**src/rtl/slot_game_ctrl.sv**
```systemverilog
// Slot game core: credit accounting, N decimal reels, ordered stops, payout.
// Inputs are edge-detected through two register stages before use.
module slot_game_ctrl #(
    parameter int NUM_REELS  = 3,
    parameter int CREDIT_W   = 7,
    parameter int MAX_CREDIT = 99,
    parameter int PAY_ALL    = 10,
    parameter int PAY_PAIR   = 5,
    parameter int SPIN_DIV   = 4
) (
    input  logic                   CLK,
    input  logic                   RST,
    input  logic                   C_IN,
    input  logic                   GAME_START,
    input  logic                   STOP,
    output logic [4*NUM_REELS-1:0] REELS,
    output logic [NUM_REELS-1:0]   REEL_RUN,
    output logic [CREDIT_W-1:0]    CREDIT,
    output logic [1:0]             STATE,
    output logic [CREDIT_W-1:0]    PAYOUT,
    output logic                   WIN_PULSE
);

    localparam int IDX_W = (NUM_REELS > 1) ? $clog2(NUM_REELS) : 1;
    localparam int PS_W  = (SPIN_DIV > 1) ? $clog2(SPIN_DIV) : 1;
    localparam int SUM_W = CREDIT_W + 2;

    typedef enum logic [1:0] {
        IDLE = 2'd0,
        CRED = 2'd1,
        SPIN = 2'd2,
        EVAL = 2'd3
    } state_t;

    state_t               state;
    logic [2:0]           smp;
    logic [2:0]           prv;
    logic [2:0]           ev;
    logic [PS_W-1:0]      presc;
    logic                 tick;
    logic [IDX_W-1:0]     idx;
    logic                 stop_go;
    logic [NUM_REELS-1:0] stop_hit;
    logic                 all_eq;
    logic                 any_eq;
    logic [CREDIT_W-1:0]  pay;
    logic [SUM_W-1:0]     coin_sum;
    logic [CREDIT_W-1:0]  coin_credit;
    logic [CREDIT_W-1:0]  start_credit;
    logic [CREDIT_W-1:0]  eval_credit;

    function automatic logic [CREDIT_W-1:0] sat(input logic [SUM_W-1:0] v);
        if (v > SUM_W'(MAX_CREDIT))
            return CREDIT_W'(MAX_CREDIT);
        return v[CREDIT_W-1:0];
    endfunction

    function automatic logic [3:0] step_dn(input logic [3:0] d);
        return (d == 4'd0) ? 4'd9 : d - 4'd1;
    endfunction

    function automatic logic [3:0] step_up(input logic [3:0] d);
        return (d >= 4'd9) ? 4'd0 : d + 4'd1;
    endfunction

    // ev bits: 0 = coin, 1 = start, 2 = stop
    assign ev    = smp & ~prv;
    assign tick  = (presc == PS_W'(SPIN_DIV - 1));
    assign STATE = state;

    assign stop_go = (state == SPIN) && ev[2];

    always_comb begin
        stop_hit = '0;
        for (int i = 0; i < NUM_REELS; i++)
            stop_hit[i] = stop_go && (idx == IDX_W'(i));
    end

    always_comb begin
        all_eq = 1'b1;
        any_eq = 1'b0;
        for (int i = 1; i < NUM_REELS; i++)
            if (REELS[4*i +: 4] != REELS[3:0])
                all_eq = 1'b0;
        for (int i = 0; i < NUM_REELS; i++)
            for (int j = i + 1; j < NUM_REELS; j++)
                if (REELS[4*i +: 4] == REELS[4*j +: 4])
                    any_eq = 1'b1;
        if (all_eq)
            pay = CREDIT_W'(PAY_ALL);
        else if (any_eq)
            pay = CREDIT_W'(PAY_PAIR);
        else
            pay = '0;
    end

    always_comb begin
        coin_sum     = {2'b00, CREDIT} + SUM_W'(ev[0]);
        coin_credit  = sat(coin_sum);
        // start only fires with credit >= 1, so the decrement cannot wrap
        start_credit = sat(coin_sum - SUM_W'(1));
        eval_credit  = sat(coin_sum + {2'b00, pay});
    end

    always_ff @(posedge CLK or posedge RST) begin
        if (RST) begin
            state     <= IDLE;
            smp       <= '0;
            prv       <= '0;
            presc     <= '0;
            idx       <= '0;
            REELS     <= '0;
            REEL_RUN  <= '0;
            CREDIT    <= '0;
            PAYOUT    <= '0;
            WIN_PULSE <= 1'b0;
        end else begin
            smp       <= {STOP, GAME_START, C_IN};
            prv       <= smp;
            presc     <= tick ? '0 : presc + PS_W'(1);
            WIN_PULSE <= 1'b0;

            for (int i = 0; i < NUM_REELS; i++)
                if (tick && REEL_RUN[i] && !stop_hit[i])
                    REELS[4*i +: 4] <= (i % 2 == 0)
                        ? step_dn(REELS[4*i +: 4])
                        : step_up(REELS[4*i +: 4]);

            if (ev[0])
                CREDIT <= coin_credit;

            unique case (state)
                IDLE: begin
                    if (ev[0])
                        state <= CRED;
                end
                CRED: begin
                    if (ev[1] && CREDIT != '0) begin
                        CREDIT   <= start_credit;
                        REEL_RUN <= '1;
                        idx      <= '0;
                        state    <= SPIN;
                    end
                end
                SPIN: begin
                    if (stop_go) begin
                        REEL_RUN <= REEL_RUN & ~stop_hit;
                        idx      <= idx + IDX_W'(1);
                        if (idx == IDX_W'(NUM_REELS - 1))
                            state <= EVAL;
                    end
                end
                EVAL: begin
                    PAYOUT    <= pay;
                    CREDIT    <= eval_credit;
                    WIN_PULSE <= (pay != '0);
                    state     <= (eval_credit != '0) ? CRED : IDLE;
                end
            endcase
        end
    end

endmodule

```
**config.mk**
```make
export PLATFORM = sky130hd
export DESIGN_NAME = slot_game_ctrl
export DESIGN_NICKNAME = d
export VERILOG_FILES = /design/src/rtl/slot_game_ctrl.sv
export SDC_FILE = /design/constraint.sdc
export NUM_CORES = 1
export LEC_CHECK = 0
export CAP_MARGIN = 20
export CORE_MARGIN = 4
export CORE_UTILIZATION = 40
export DETAILED_ROUTE_END_ITERATION = 12
export PLACE_DENSITY_LB_ADDON = 0.2
export SLEW_MARGIN = 15
export SYNTH_ARGS = -nofsm -noshare
export SYNTH_HDL_FRONTEND = slang
export SYNTH_SLANG_ARGS = --single-unit
```
**constraint.sdc**
```tcl
create_clock -name CLK -period 4.1 [get_ports CLK]
set_input_delay 0.82 -clock CLK [delete_from_list [all_inputs] [get_ports CLK]]
set_output_delay 0.82 -clock CLK [all_outputs]
set_load 0.05 [all_outputs]
```
## After elaboration in Yosys (flattened, before gate mapping)

Cells that the tools add are included.
Widths: inputs -> output; s select.

- $add $sub $neg: 8
- Magnitude comparators: 4
- Eq/ne operators: 15
- Multiplexer cells: 36
- Bitwise gates (word level): 4
- Reductions and logical operators: 24

Operator list:

| kind | number |
|---|---|
| $mux 7 | 8 |
| $reduce_bool 7->1 | 3 |
| $gt 9x7->1 const B | 2 |
| $mux 4 | 4 |
| $mux 2 | 7 |
| $pmux 7 s2 | 1 |
| $eq 4x4->1 | 3 |
| $logic_and 1x1->1 | 11 |
| $mux 1 | 10 |
| $add 8x7->9 | 1 |
| $mux 3 | 3 |
| $sub 8x1->9 const B | 1 |
| $add 7x1->8 | 1 |
| $eq 2x2->1 const B | 4 |
| $gt 8x7->1 const B | 1 |
| $logic_not 4->1 | 2 |
| $ne 4x4->1 | 2 |
| $pmux 2 s4 | 1 |
| $sub 4x1->4 const B | 2 |
| $and 3x3->3 | 2 |
| $ne 2x2->1 const B | 3 |
| $not 3->3 | 2 |
| $pmux 3 s2 | 1 |
| $add 2x1->2 const B | 2 |
| 10 further kinds | 14 |

- Register bits after elaboration: 42
- Output and inout port bits: 32
- Word-level logic and storage cells: 103

## Depth between registers and ports, before layout

- Depth after elaboration: 13
- Gate-level depth with buffers: 16
- Mapped depth without buffers: 13

## Worst setup path before layout

Ideal clock, no wire load.

- Kind: flip-flop to flip-flop
- From: reg REELS[1]
- To: reg CREDIT[4]
- Library setup time: 0.101 ns
- Arrival: 3.758 ns
- Required time: 3.999 ns
- Slack: 0.242 ns
- Cell stages (with the launch flop): 15
- Buffers on the path: 1
- Period minus slack after synthesis: 3.858 ns
- Cells stage by stage: dfrtp_1 clkbuf_1 xnor2_1 nand4_1 nor2_1 nor2_1 ha_1 fa_1 a21o_1 a21oi_1 a311oi_1 a211oi_2 o21ai_2 o311a_1 o32ai_1

RTL lines:

| what | RTL line | text |
|---|---|---|
| from (decl) | 16 | `output logic [4*NUM_REELS-1:0] REELS,` |
| from (signal, indexed assignment) | 125 | `REELS[4*i +: 4] <= (i % 2 == 0)` |
| $ne 4x4->1 | 83 | `if (REELS[4*i +: 4] != REELS[3:0])` |
| $mux 1 | 83 |  |
| $mux 1 (*) | 83 |  |
| named net all_eq | 44 | `logic all_eq;` |
| $mux 4 (*) | 89 | `if (all_eq)` |
| named net pay[0] | 46 | `logic [CREDIT_W-1:0] pay;` |
| $add 8x7->9 (*) | 102 | `eval_credit = sat(coin_sum + {2'b00, pay});` |
| $gt 9x7->1 | 53 | `if (v > SUM_W'(MAX_CREDIT))` |
| $mux 1 | 53 |  |
| $mux 7 (*) | 55 | `return v[CREDIT_W-1:0];` |
| $pmux 7 s2 (*) | 132 | `unique case (state)` |
| to (signal assigned) | 130 | `CREDIT <= coin_credit;` |
| to (signal assigned) | 139 | `CREDIT <= start_credit;` |
| to (signal assigned) | 155 | `CREDIT <= eval_credit;` |
| to (decl) | 18 | `output logic [CREDIT_W-1:0] CREDIT,` |

Mark *: on every way through the listed nets, which the timed path passes. The rest lies on a longest branch.
A chain may end at the register's enable or synchronous reset.

## Worst setup path after layout

- From: reg REELS[9]
- To: reg CREDIT[4]

RTL lines:

| what | RTL line |
|---|---|
| $ne 4x4->1 (*) | 83 |
| $mux 1 (*) | 83 |
| named net all_eq | 44 |
| $mux 4 (*) | 89 |
| named net pay[0] | 46 |
| $add 8x7->9 (*) | 102 |
| $gt 9x7->1 | 53 |
| $mux 1 | 53 |
| $mux 7 (*) | 55 |
| $pmux 7 s2 (*) | 132 |

Marked as above.

==> out/metrics.cfg <==
[run_status]
outcome=completed

[drt]
wl_per_cell_microns=16.2
num_vias=2771
route.detailed.drc=0
first_pass_iters=5
drt_first_iter_violations=428
routed_wl_mm=7.83
postRouteAntennaNets=0
viasPerCell=5.73

[synthesis]
synth-seq-cells=37
syn_area_per_cell_sq_um=8.51
synth_top_cell_area_share_pct=30.4
yosys_warnings=0
synth_flop_cell=dfrtp_1
yosysSeqAreaShare_pct=30.4
synth_edf_count=0
syn_inst=358
yosysUniqueCellTypes=69
synthTopCellsByArea=dfrtp_1 30%, ha_1 7.8%, xnor2_1 5.5%
synth_area_sq_mm=0.00305
synthArstFlopShare_pct=100
synth_top_cell_by_area=dfrtp_1

[placement]
dp.cells=476
hpwl_mm=5.84
place_area_sq_mm=0.00345
io_buffers=33
routabilityCongestion=0.952

[hold_path]
hold_class=register to register

[clocking]
htreeDepth=2
clock-root-buffer=clkbuf_8
clk_latency_ns=0.29
hold_buffers=0
path_clk_slew_ns=0.08
postCtsSetupBuffers=0
cts_resized=0
cts_buffers=5
cts_sinks=37
clockBufferDepth=2
tritoncts=yes

[layout]
utilization_pct=48.6
layout_common_cells=37 x dfrtp_1, 33 x clkdlybuf4s50_1, 28 x nand2_1
area_growth_syn_to_layout_pct=17.0
diodes=0
fin_nets=409
finalInstanceArea_sq_mm=0.00357
multiInputGateArea_sq_mm=0.00193
final_common_cell=dfrtp_1
drive_gt1_share_pct=9.61
regArea_sq_um=926
instances_no_fill=484
fillers=700

[worst_setup_path]
cp_max_fo=8
critPathRequiredTime_ns=4.29
worstSetupStartpointType=register
arrival_ns=3.95
setup.worst_path.class=register to register
critPathCaptureType=register

[timing]
clock.fmax_ghz=0.266
hold_viol_final=0
fin_crit_ns=3.76
final-setup-viol-count=0
rsz0062_at_grt=false
tns_ns=0
slew_headroom_pct=56.1
worstMarginPinSlew_ns=0.654
finClkSkew_ns=0.00527
fin_crit_sh_pct=91.6
maxSlewViolCount=0

[floorplan]
rows=31
die_x_microns=95.3
core_sq_mm=0.00733
die_area_sq_mm=0.00908
io_pins=37
initial_core_util_pct=41.6
die_h_microns=95.3

[grt]
busiest_layer=met2
gr-total-overflow=0
antenna_found_initial=0
grt_pass1_wl_mm=13.1
use_met3_pct=2.60
gr-usage-met2_pct=29.3
grt_pass1_vias=2566
grt_usage_pct=18.2
grt_max_degree=38
met1_usage_pct=25.9

[job]
maxCapViolCount=0

-- per-layer routing --
metal | routed length (microns) | up-vias
met1 | 3800 | 1328
met3 | 359 | 10
li1 | - | 1348
met2 | 3590 | 85
met4 | 82 | 0
met5 | 0 | -
-- metrics by stage --
stage	setup slack, ns	hold WS [ns]
after global routing	0.0794	0.385
final	0.344	0.375
after floorplan	0.242	0.347
after CTS	0.261	0.377
after detailed placement	0.274	0.359
after global placement	0.489	0.355
-- sequential cells by signal (all words and copies together) (netlist names) --
name / flops
PAYOUT: 2
STATE: 2
REEL_RUN: 3
REELS: 12
presc: 2
idx: 2
CREDIT: 7
prv: 3
smp: 3
WIN_PULSE: 1
-- final timing paths --
kind	end	cells past startpoint	slack, ns	from
max	CREDIT[4]	13	0.34	REELS[9]
max in group asynchronous	CREDIT[3]	3	2.84	RST
max reg2reg	CREDIT[4]	13	0.34	REELS[9]
min	prv[1]	0	0.37	smp[1]
min in group asynchronous	REELS[6]	3	0.94	RST
min reg2reg	prv[1]	0	0.37	smp[1]
-- worst max-delay path, stage by stage, from the launching register on --
cell and delay, ns:
dfrtp_1 0.48, xnor2_1 0.20, nand4_1 0.14, nor2_2 0.27
nor2_1 0.14, ha_1 0.26, fa_1 0.48, or3_1 0.41
o31ai_1 0.12, nor4b_1 0.34, a2111o_1 0.18, o21ai_2 0.11
o311a_1 0.31, o32ai_1 0.21
-- final cells by class --
| type | instances | share of cell area (%) |
|---|---|---|
| well taps | 99 | 3.47 |
| multi-input cells | 280 | 54.2 |
| clock buffers | 6 | 2.04 |
| repair buffers | 44 | 11.6 |
| inverters | 16 | 1.68 |
| clock inverters | 2 | 1.09 |
| flip-flops and latches | 37 | 26.0 |
-- Yosys cell counts, drive strengths merged (3+ instances only) --
cell type  instances
inv               15
and3               5
o211ai             3
dfrtp             37
nor4b              3
or3                6
or2                4
nand3             15
nor3b              3
mux2i              4
nor2b              5
clkbuf            14
a21oi             17
xor2               6
nor2              24
buf               13
nand2             29
ha                19
a311oi             4
nand4              5
and2               5
a31oi              6
nand3b             4
o21a               3
a211oi             5
mux2               3
xnor2             19
a21o               4
o21ai             24
nor3              11
o31ai              3
-- cells by family (layout without fill, tap and decap cells) --
logic type	Yosys count	in the layout	share of synthesized area (%)
buffers and inverters	43	68	6.53
xor gates and xnor gates	25	25	7.19
AOI/OAI and AO/OA	97	97	22.8
other	1	3	0.123
DFF	37	37	30.4
and+or+nand+nor	128	128	22.1
adders and majority gates	20	20	8.46
muxes	7	7	2.42
Power is left out: the tool's default activity adds up to more than one toggle a clock period on the data nets, which glitch-free logic cannot reach.
